[src/rtl/grover_pkg.sv]
// Shared definitions for the Grover search pipeline (phase invert, oracle,
// diffusion): default problem size, FSM state encoding and the helpers that
// give the signed saturation bounds for a given amplitude width.
package grover_pkg;

  localparam int NUM_BIT    = 3;
  localparam int AMP_WIDTH  = 8;
  localparam int NUM_SAMPLE = 1 << NUM_BIT;

  typedef enum logic [2:0] {
    ST_IDLE  = 3'd0,
    ST_ACCUM = 3'd1,
    ST_MEAN  = 3'd2,
    ST_APPLY = 3'd3,
    ST_DONE  = 3'd4
  } state_t;

  function automatic int sat_hi(input int w);
    return (1 << (w - 1)) - 1;
  endfunction

  function automatic int sat_lo(input int w);
    return -(1 << (w - 1));
  endfunction

  localparam int SAT_MAX = (1 << (AMP_WIDTH - 1)) - 1;
  localparam int SAT_MIN = -(1 << (AMP_WIDTH - 1));

endpackage

[src/rtl/grover_diffusion_sat.sv]
// grover_sat: clamps an amp_width+2 bit signed value into the amp_width bit
// signed range and flags when clamping happened. Purely combinational.
//   din  : wide signed value
//   dout : saturated value
//   clip : 1 when din was outside the representable range
module grover_sat
  import grover_pkg::*;
#(
  parameter int amp_width = AMP_WIDTH
) (
  input  logic signed [amp_width+1:0] din,
  output logic signed [amp_width-1:0] dout,
  output logic                        clip
);

  localparam logic signed [amp_width+1:0] HI = (amp_width+2)'(sat_hi(amp_width));
  localparam logic signed [amp_width+1:0] LO = (amp_width+2)'(sat_lo(amp_width));

  always_comb begin
    dout = din[amp_width-1:0];
    clip = 1'b0;
    if (din > HI) begin
      dout = HI[amp_width-1:0];
      clip = 1'b1;
    end else if (din < LO) begin
      dout = LO[amp_width-1:0];
      clip = 1'b1;
    end
  end

endmodule

[src/rtl/grover_diffusion.sv]
// grover_diffusion: inversion about the mean, out_k = 2*mean - A_k, with
// mean = floor(sum/num_sample). Serial: one element per cycle for the sum,
// one element per cycle through a two-stage apply pipeline.
//   clk, rst            : clock, synchronous active-high reset
//   in_valid/in_ready   : input vector handshake
//   in_amp              : packed signed amplitudes, A_k at slice k
//   out_valid/out_ready : output vector handshake
//   out_amp             : packed diffused amplitudes
//   sat                 : some element of the current result was clipped
module grover_diffusion
  import grover_pkg::*;
#(
  parameter  int num_bit    = NUM_BIT,
  parameter  int amp_width  = AMP_WIDTH,
  localparam int num_sample = 1 << num_bit
) (
  input  logic                            clk,
  input  logic                            rst,
  input  logic                            in_valid,
  output logic                            in_ready,
  input  logic [num_sample*amp_width-1:0] in_amp,
  output logic                            out_valid,
  input  logic                            out_ready,
  output logic [num_sample*amp_width-1:0] out_amp,
  output logic                            sat
);

  localparam int SUM_W = amp_width + num_bit;
  localparam logic [num_bit:0]   IDX_LAST  = (num_bit+1)'(num_sample - 1);
  localparam logic [num_bit:0]   IDX_END   = (num_bit+1)'(num_sample);
  localparam logic [num_bit-1:0] WIDX_LAST = (num_bit)'(num_sample - 1);

  state_t state_q, state_d;

  logic [num_sample*amp_width-1:0] vec_q;
  logic [num_sample*amp_width-1:0] out_q;
  logic [num_bit:0]                idx_q;
  logic signed [SUM_W-1:0]         sum_q;
  logic signed [amp_width:0]       two_mean_q;
  logic                            sat_q;

  logic signed [amp_width+1:0]     diff_p1;
  logic [num_bit-1:0]              widx_p1;
  logic                            vld_p1;

  logic [num_bit-1:0]              sel;
  logic signed [amp_width-1:0]     elem;
  logic signed [amp_width-1:0]     mean;
  logic signed [amp_width+1:0]     diff;
  logic signed [amp_width-1:0]     sat_dout;
  logic                            sat_clip;
  logic                            accept;
  logic                            accum_last;
  logic                            issue;
  logic                            apply_last;

  assign sel        = idx_q[num_bit-1:0];
  assign elem       = vec_q[sel*amp_width +: amp_width];
  // Arithmetic shift gives floor division, so negative sums round down.
  assign mean       = (amp_width)'(sum_q >>> num_bit);
  assign diff       = {two_mean_q[amp_width], two_mean_q} - {{2{elem[amp_width-1]}}, elem};
  assign accept     = in_valid && in_ready;
  assign accum_last = (idx_q == IDX_LAST);
  assign issue      = (state_q == ST_APPLY) && (idx_q < IDX_END);
  // DONE is reached when the last element leaves the second apply stage,
  // one cycle after it was issued.
  assign apply_last = vld_p1 && (widx_p1 == WIDX_LAST);

  grover_sat #(.amp_width(amp_width)) u_sat (
    .din  (diff_p1),
    .dout (sat_dout),
    .clip (sat_clip)
  );

  always_ff @(posedge clk) begin
    if (rst) state_q <= ST_IDLE;
    else     state_q <= state_d;
  end

  always_comb begin
    state_d   = state_q;
    in_ready  = 1'b0;
    out_valid = 1'b0;
    case (state_q)
      ST_IDLE: begin
        in_ready = 1'b1;
        if (in_valid) state_d = ST_ACCUM;
      end
      ST_ACCUM: if (accum_last) state_d = ST_MEAN;
      ST_MEAN:  state_d = ST_APPLY;
      ST_APPLY: if (apply_last) state_d = ST_DONE;
      ST_DONE: begin
        out_valid = 1'b1;
        if (out_ready) state_d = ST_IDLE;
      end
      default:  state_d = ST_IDLE;
    endcase
  end

  always_ff @(posedge clk) begin
    if (rst) begin
      idx_q  <= '0;
      sum_q  <= '0;
      out_q  <= '0;
      sat_q  <= 1'b0;
      vld_p1 <= 1'b0;
    end else begin
      vld_p1 <= issue;
      case (state_q)
        ST_IDLE: begin
          if (accept) begin
            sum_q <= '0;
            idx_q <= '0;
            sat_q <= 1'b0;
          end
        end
        ST_ACCUM: begin
          sum_q <= sum_q + $signed({{num_bit{elem[amp_width-1]}}, elem});
          idx_q <= accum_last ? '0 : idx_q + 1'b1;
        end
        ST_MEAN: idx_q <= '0;
        ST_APPLY: begin
          if (issue) idx_q <= idx_q + 1'b1;
          // stage p1 -> result slot
          if (vld_p1) begin
            out_q[widx_p1*amp_width +: amp_width] <= sat_dout;
            sat_q <= sat_q | sat_clip;
          end
        end
        default: ;
      endcase
    end
  end

  always_ff @(posedge clk) begin
    if (state_q == ST_IDLE && accept) vec_q <= in_amp;
    if (state_q == ST_MEAN) two_mean_q <= {mean, 1'b0};
    // stage p0 -> p1: unsaturated difference for the issued element
    if (issue) begin
      diff_p1 <= diff;
      widx_p1 <= sel;
    end
  end

  assign out_amp = out_q;
  assign sat     = sat_q;

endmodule
[config.mk]
export PLATFORM = sky130hd
export DESIGN_NAME = grover_diffusion
export DESIGN_NICKNAME = d
export VERILOG_FILES = /design/src/rtl/grover_pkg.sv /design/src/rtl/grover_diffusion_sat.sv /design/src/rtl/grover_diffusion.sv
export SDC_FILE = /design/constraint.sdc
export NUM_CORES = 1
export LEC_CHECK = 0
export CORE_AREA = 5 5 130 132
export DETAILED_ROUTE_END_ITERATION = 12
export DIE_AREA = 0 0 135 137
export PLACE_DENSITY = 0.75
export SLEW_MARGIN = 20
export SYNTH_ARGS = -nofsm -noshare
export SYNTH_HDL_FRONTEND = slang
export SYNTH_SLANG_ARGS = --single-unit
[constraint.sdc]
create_clock -name clk -period 3.4 [get_ports clk]
set_input_delay 0.68 -clock clk [delete_from_list [all_inputs] [get_ports clk]]
set_output_delay 0.68 -clock clk [all_outputs]
set_load 0.05 [all_outputs]
# Word-level counts from Yosys, hierarchy flattened
# Index checks and enable logic that the tools add are counted.
dict set report totals {
  ff_bits 169
  latch_bits 0
  ramBits 0
  mem_bits_ro 0
  elab_cells 68
  memories 0
}
dict set report classes {
  addsub 4
  mul 0
  n_div 0
  order_cmp 3
  n_eq_ne 13
  shift 3
  mux 21
  n_bitwise 1
  n_reduce_logical 13
}
# operator count
set ops {}
lappend ops {{$bwmux W64} 1}
lappend ops {{$shift A8 B34 Y64 const A} 1}
lappend ops {{$shiftx A64 B7 Y8} 1}
lappend ops {{$shiftx A8 B34 Y64} 1}
lappend ops {{$neg A6 Y34} 1}
lappend ops {{$pmux W11 S2} 1}
lappend ops {{$mux W8} 2}
lappend ops {{$pmux W4 S4} 1}
lappend ops {{$pmux W3 S5} 1}
lappend ops {{$ne A2 B2 Y1 const B} 7}
lappend ops {{$mux W3} 4}
lappend ops {{$mux W4} 3}
lappend ops {{$add A11 B8 Y11} 1}
lappend ops {{$mux W11} 1}
lappend ops {{$gt A10 B8 Y1 const B} 1}
lappend ops {{$lt A10 B8 Y1 const B} 1}
lappend ops {{$sub A9 B8 Y10} 1}
lappend ops {{$eq A3 B2 Y1 const B} 2}
lappend ops {{$eq A3 B3 Y1 const B} 2}
lappend ops {{$mux W1} 6}
lappend ops {{$reduce_and A3 Y1} 2}
lappend ops {{$add A4 B1 Y4 const B} 1}
lappend ops {{$eq A4 B3 Y1 const B} 1}
lappend ops {{$logic_and A1 B1 Y1} 4}
lappend ops {{9 further kinds} 11}

# Depth between registers and ports, before layout
# Gate-level depths: netlist of run 1.
dict set report depth {
  depth_word 6
  ltp_mapped 12
  mapped_depth_nobuf 11
}

# By module
# From an unflattened synthesis of run 1, not the netlist that was laid out.
dict set report hier_totals {
  cells_unflattened 657
  area_unflattened_um2 7333.3
}
# module n_inst cells_per_inst area_per_inst_um2 seq_area_each_um2
set modules_own_cells {}
lappend modules_own_cells {grover_diffusion 1 629 7149.4 4234.1}
lappend modules_own_cells {grover_sat 1 28 183.9 0.0}

# Worst setup path after synthesis of run 1
# No wires, ideal clock.
dict set report synth_path {
  kind {reg-to-reg}
  from {register state_q[0]}
  to {register vec_q[0], enable pin}
  t_arrival_ns 3.182
  required_time_ns 2.981
  path_slack_ns -0.201
  path_stages_with_launch 5
  path_cell_list {dfxtp_1 -> clkbuf_1 -> nor3_1 -> nand2_1 -> inv_1}
}
dict set report synth_between {
  elab_chain_len 4
}
# element line_no
set synth_rtl {}
lappend synth_rtl {{start: declaration} grover_diffusion.sv:33} ;# state_t state_q, state_d;
lappend synth_rtl {{start signal: assignment} grover_diffusion.sv:77} ;# else state_q <= state_d;
lappend synth_rtl {{$logic_not A3 Y1} grover_diffusion.sv:84} ;# case (state_q)
lappend synth_rtl {{$mux W1} grover_diffusion.sv:84}
lappend synth_rtl {{net in_ready} grover_diffusion.sv:20} ;# output logic in_ready,
lappend synth_rtl {{$logic_and A1 B1 Y1} grover_diffusion.sv:62} ;# assign accept = in_valid && in_ready;
lappend synth_rtl {{$logic_and A1 B1 Y1} grover_diffusion.sv:136} ;# if (state_q == ST_IDLE && accept) vec_q <= in_amp;
lappend synth_rtl {{end signal: assignment} grover_diffusion.sv:136}
lappend synth_rtl {{end: declaration} grover_diffusion.sv:35} ;# logic [num_sample*amp_width-1:0] vec_q;
# The timed path passes the listed nets, and every way through them passes these cells.
# A chain may end at the register's enable or synchronous reset.

# Final worst setup path of run 1
dict set report layout_path {
  from {register idx_q[0]}
  to {register sum_q[10]}
}
dict set report layout_between {
  elab_chain_len 3
}
# element line_no
set layout_rtl {}
lappend layout_rtl {{start: declaration} grover_diffusion.sv:37} ;# logic [num_bit:0] idx_q;
lappend layout_rtl {{start signal: assignment} grover_diffusion.sv:119} ;# idx_q <= accum_last ? '0 : idx_q + 1'b1;
lappend layout_rtl {{start signal: assignment} grover_diffusion.sv:123} ;# if (issue) idx_q <= idx_q + 1'b1;
lappend layout_rtl {{$shiftx A64 B7 Y8} grover_diffusion.sv:58} ;# assign elem = vec_q[sel*amp_width +: amp_width];
lappend layout_rtl {{$add A11 B8 Y11} grover_diffusion.sv:118} ;# sum_q <= sum_q + $signed({{num_bit{elem[amp_width-1]}}, elem});
lappend layout_rtl {{$pmux W11 S2} grover_diffusion.sv:109} ;# case (state_q)
lappend layout_rtl {{end signal: assignment} grover_diffusion.sv:118}
lappend layout_rtl {{end: declaration} grover_diffusion.sv:38} ;# logic signed [SUM_W-1:0] sum_q;
# No other way between the ends.

==> flow_metrics.tcl, run 1 <==
set metrics [dict create \
    clk_path_buf_depth 2 \
    io_buffer_count 134 \
    ant_nets 0 \
    n_antenna_cell 0 \
    via_per_inst 5.33 \
    cp_max_fo 3 \
    p_int_mw 3.56 \
    rsz0062_at_grt "no" \
    seq_area_frac_synth_pct 58.9 \
    drv_slew 0 \
    overflow 0 \
    drc 0 \
    dr.first_iter.drc_count 349 \
    setup_viol 0 \
    core_um2 15600 \
    synth.top_cell.area_share_pct 35.5 \
    p_leak_nw 3.37 \
    drt_wl_total_mm 16.7 \
    drive_above_1_share_pct 9.40 \
    grt_pass1_vias 5467 \
    dr.pass1.iters 5 \
    post-route-min-period_ps 3230 \
    crit_type "flop to flop" \
    synth_nets 730 \
    dp_cells 971 \
    synth_warnings 0 \
    synthArstFlopShare_pct 0 \
    p_sw_mw 1.05 \
    cts_sinks 169 \
    start_kind "flop" \
    place_area_um2 8830 \
    synthesis.area_um2 7190 \
    end_kind "flop" \
    clockRootBuffer "clkbuf_16" \
    rr_worst_depth 12 \
    synth_cells 635 \
    holdBufCountCts 0 \
    die_w_um 135 \
    avgSynthCellArea_um2 11.3 \
    tightest_slew_ps 976 \
    initial_core_util_pct 46.1 \
    seq_power_share_pct 48.8 \
    fin_util_pct 60.3 \
    area_growth_pct 30.8 \
    fin_skew_ps 7.31 \
    post-place-ws_ps 110 \
    via_count 5348 \
    clk_latency_ps 420 \
    crit_arrival_ps 3600 \
    synth_most_common_cell "nor2_1" \
    hpwl_mm 12.6 \
    max_freq_ghz 0.309 \
    clk_pin_slew_worst_paths_ps 60 \
    grt_antenna_before_repair 0 \
    grt_max_degree 48 \
    relSlewSlack_pct 34.9 \
    finalCritPeriodShare_pct 95.0 \
    hold_slack_ps 456 \
    cts_setup_buffers 0 \
    pin_count 135 \
    synth.area.top_cells "edfxtp_1 (35%), dfxtp_1 (23%), a21oi_1 (6.1%)" \
    synth_top_cell_by_area "edfxtp_1" \
    avgRoutedWirePerCell_um 16.7 \
    nNetsFinal 869 \
    hold_viol_final 0 \
    synthFlopType "edfxtp_1" \
    cts_buffers 17 \
    cp_data_required_time_ps 3770 \
    cts_tree "done" \
    grt_pass1_wl_mm 27.4 \
    final_area_um2 9400 \
    synth_common_cells "nor2_1 (90), a21oi_1 (87), edfxtp_1 (85)" \
    share_comb_of_total_power_pct 10.9 \
    die_area_um2 18500 \
    fin_ws_ps 168 \
    finalPower_mw 4.61 \
    hp-class "flop to flop" \
    finalSetupTns_ps 0 \
    instances_no_fill 1003 \
    power_per_cell_area_nw_per_um2 490 \
    ctsResizeCount 0 \
    ys_seq_elements 169 \
    htree_levels 4 \
    status "finished clean" \
    synth_cell_type_count 52 \
    ir_worst_vdd_uv 344 \
    p_sw_share_pct 22.7 \
    hold_depth 2 \
    cap_violations 0 \
    nFillCells 1239 \
    clockPowerShare_pct 40.3 \
    synth_edf_count 85 \
    rows 46 \
    routabilityCongestion 0.867 \
    die_h_um 137 \
    grtUsageTotal_pct 18.8 \
]
==> layout make-up <==
cell class                 count  area (um^2)  share of cell area, %
sequential                   169         4240                   45.0
multi-input combinational    421         2780                   29.6
timing repair buffer         149         1490                   15.8
clock buffer                  22          444                   4.72
tap                          216          270                   2.87
clock inverter                10          120                   1.28
inverter                      16         63.8                  0.679
==> routing by layer <==
metal	up-vias	part of all wire (%)	track usage [%]
li1	2573	-	-
met1	2503	41	23.2
met2	229	49	31.7
met3	43	7.0	4.71
met4	0	2.9	7.78
met5	-	0	0
==> state kept, by name, indices dropped and copies added, names as in the netlist <==
| register | flops |
|---|---|
| state_q | 3 |
| diff_p1 | 10 |
| vec_q | 64 |
| sum_q | 11 |
| out_amp | 64 |
| idx_q | 4 |
| sat | 1 |
| vld_p1 | 1 |
| widx_p1 | 3 |
| two_mean_q | 8 |
==> cells in the final DEF (no fill, tap or decap), drive strengths merged, types with 2 or more instances in the layout <==
master | synthesis | final
mux2i | 9 | 9
fa | 2 | 2
xnor2 | 10 | 10
a21o | 10 | 10
inv | 16 | 17
buf | 4 | 16
ha | 25 | 25
o21ai | 7 | 7
mux4 | 16 | 16
nand2b | 2 | 2
xor2 | 6 | 6
a22o | 3 | 3
nand2 | 44 | 44
edfxtp | 85 | 85
bufinv | 0 | 2
nand3b | 2 | 2
nor3b | 3 | 3
and3 | 4 | 4
or3 | 15 | 15
nand3 | 12 | 12
nand4 | 3 | 3
dfxtp | 84 | 84
nor2 | 92 | 92
o211ai | 2 | 2
nor3 | 39 | 39
a21oi | 87 | 87
nor2b | 4 | 4
a22oi | 5 | 5
a2111oi | 3 | 3
o21a | 2 | 2
clkdlybuf4s50 | 0 | 133
a31o | 2 | 2
clkbuf | 25 | 22
a31oi | 2 | 2
clkinvlp | 0 | 7
==> critical path, cell delays in order, from the launching register on <==
cell and delay [ps]:
dfxtp_1 410, buf_4 160, mux4_2 520, mux2i_4 170
inv_2 60, ha_1 200, fa_1 400, a21o_1 220
nand3_1 110, a21oi_1 100, or3_4 400, a2111oi_4 340
a21o_1 110
==> final timing paths <==
| path | startpoint | end | slack (ps) |
|---|---|---|---|
| setup / recovery | idx_q[0] | sum_q[10] | 170 |
| hold reg to reg | out_amp[50] | out_amp[50] | 460 |
| hold / removal | out_amp[50] | out_amp[50] | 460 |
| setup reg to reg | idx_q[0] | sum_q[10] | 170 |
==> cell families after synthesis <==
group                    count (synthesis)  synth area share (%)
AO/OA/AOI/OAI                          127                  10.6
multiplexers                            25                  6.61
adder cells (fa/ha/maj)                 27                  4.91
AND/OR/NAND/NOR                        226                  14.5
flip-flops                             169                  58.9
XOR/XNOR                                16                  1.95
buffers and inverters                   45                  2.59
==> power groups by stage <==
| stage | Combinational, mW | Clock (mW) | Sequential (mW) |
|---|---|---|---|
| after floorplan | 0.325 | 0 | 2.28 |
| after global placement | 0.487 | 0 | 2.29 |
| after detailed placement | 0.502 | 0 | 2.29 |
| after CTS | 0.505 | 1.89 | 2.25 |
| after global routing | 0.555 | 1.99 | 2.25 |
| final | 0.504 | 1.86 | 2.25 |
No activity file was read; power rests on OpenSTA's default activity.
==> inputs of run 2 (changes only) <==
ABC_CLOCK_PERIOD_IN_PS = 3400   (was unset)
==> results of run 2 <==
No change in the layout: final DEF, timing and power equal those of run 1.
==> RTL edit (flow settings as in run 2) <==
Encoding of `state_t`: now one-hot (5 bits for 5 states).
--- a/src/rtl/grover_pkg.sv
+++ b/src/rtl/grover_pkg.sv
@@ -9,8 +9,8 @@
 
-  typedef enum logic [2:0] {
-    ST_IDLE  = 3'd0,
-    ST_ACCUM = 3'd1,
-    ST_MEAN  = 3'd2,
-    ST_APPLY = 3'd3,
-    ST_DONE  = 3'd4
+  typedef enum logic [4:0] {
+    ST_IDLE  = 5'b00001,
+    ST_ACCUM = 5'b00010,
+    ST_MEAN  = 5'b00100,
+    ST_APPLY = 5'b01000,
+    ST_DONE  = 5'b10000
   } state_t;
Formal check against the unedited RTL: no difference found for any inputs over 10 cycles, from zero or initial values and one cycle with rst high; not proved beyond that.
==> RTL edit against run 2 <==
Synthesized area grew 4.9%; power is 3.0% higher; sequential cell count up 2; routed wire length fell by 0.19%; fmax is essentially flat; design area up 4.0%; combinational power grew 19%; worst setup slack got worse by 0.00093 ns; critical endpoint unchanged; largest power group unchanged.
==> RTL edit: results (changes against run 2) <==
status: "finished, final reports clean"
crit_family: "multiplexers"
slew_headroom_pct: 34.3  # -0.63 points
hold_path_end: "two_mean_q[3]"
multi_input_area_share_pct: 31.1  # +1.5 points
final_area_um2: 9780  # +4.0%
grtUsageTotal_pct: 18.6  # -0.19 points
synth_commonest_cells: "nor2_1 (103), dfxtp_1 (86), edfxtp_1 (85)"
nNonClkInverters: 24  # +8
cts.sinks: 171  # +1.2%
yosys_most_used_dff: "dfxtp_1"
met2_usage_pct: 29.9  # -1.8 points
area_share_clock_buf_inv_pct: 5.85  # -0.15 points
vias_per_cell: 5.35  # +0.31%
signal_buffers: 156  # +4.7%
seq_share_pct: 43.7  # -1.3 points
nets: 891  # +2.5%
grt_pass1_vias: 5476  # +0.16%
use_met3_pct: 5.22  # +0.51 points
dp.cells: 985  # +1.4%
cpPeakStageDelay_ns: 0.49  # -0.03 ns
n_fill_cell: 1211  # -2.3%
worst_slack_ns: 0.168  # -0.000928 ns
place.gp.congestion: 0.873  # +0.69%
place_area_um2: 9150  # +3.6%
synth_cell_type_count: 64  # +23%
worst-r2r-cell-count: 11  # -1
worstHoldPathCells: 0  # -2
dp_hpwl_um: 12700  # +0.90%
combPwrFrac_pct: 12.7  # +1.8 points
ys_seq_area_share_pct: 56.7  # -2.2 points
min-delay-start: "sum_q[5]"
drt_iter0_drc: 379  # +8.6%
bufAreaShareNonClock_pct: 15.6  # -0.20 points
[RTL edit: cell types whose count changed after synthesis, moves of 6 or more]
| cell | change |
|---|---|
| a21oi_1 | -28 |
| buf_2 | +7 |
| clkbuf_1 | -8 |
| inv_1 | +9 |
| mux2_2 | +6 |
| mux2i_1 | +24 |
| nand2_1 | -12 |
| nor2_1 | +13 |
| nor3_1 | -10 |
| o21ai_0 | +6 |
| or3_1 | -11 |
| or4_1 | +6 |
[RTL edit: kinds of logic after synthesis]
family / synth area share [%]
AND/OR/NAND/NOR: 14.6
buffers and inverters: 2.99
flip-flops: 56.7
XOR/XNOR: 1.74
adder cells (fa/ha/maj): 4.68
multiplexers: 10.5
AO/OA/AOI/OAI: 8.86
[RTL edit: per-layer routing]
metal	vias up	share of wire (%)
met5	-	0.090
met4	2	2.4
met3	35	8.0
met2	213	47
met1	2589	43
li1	2643	-
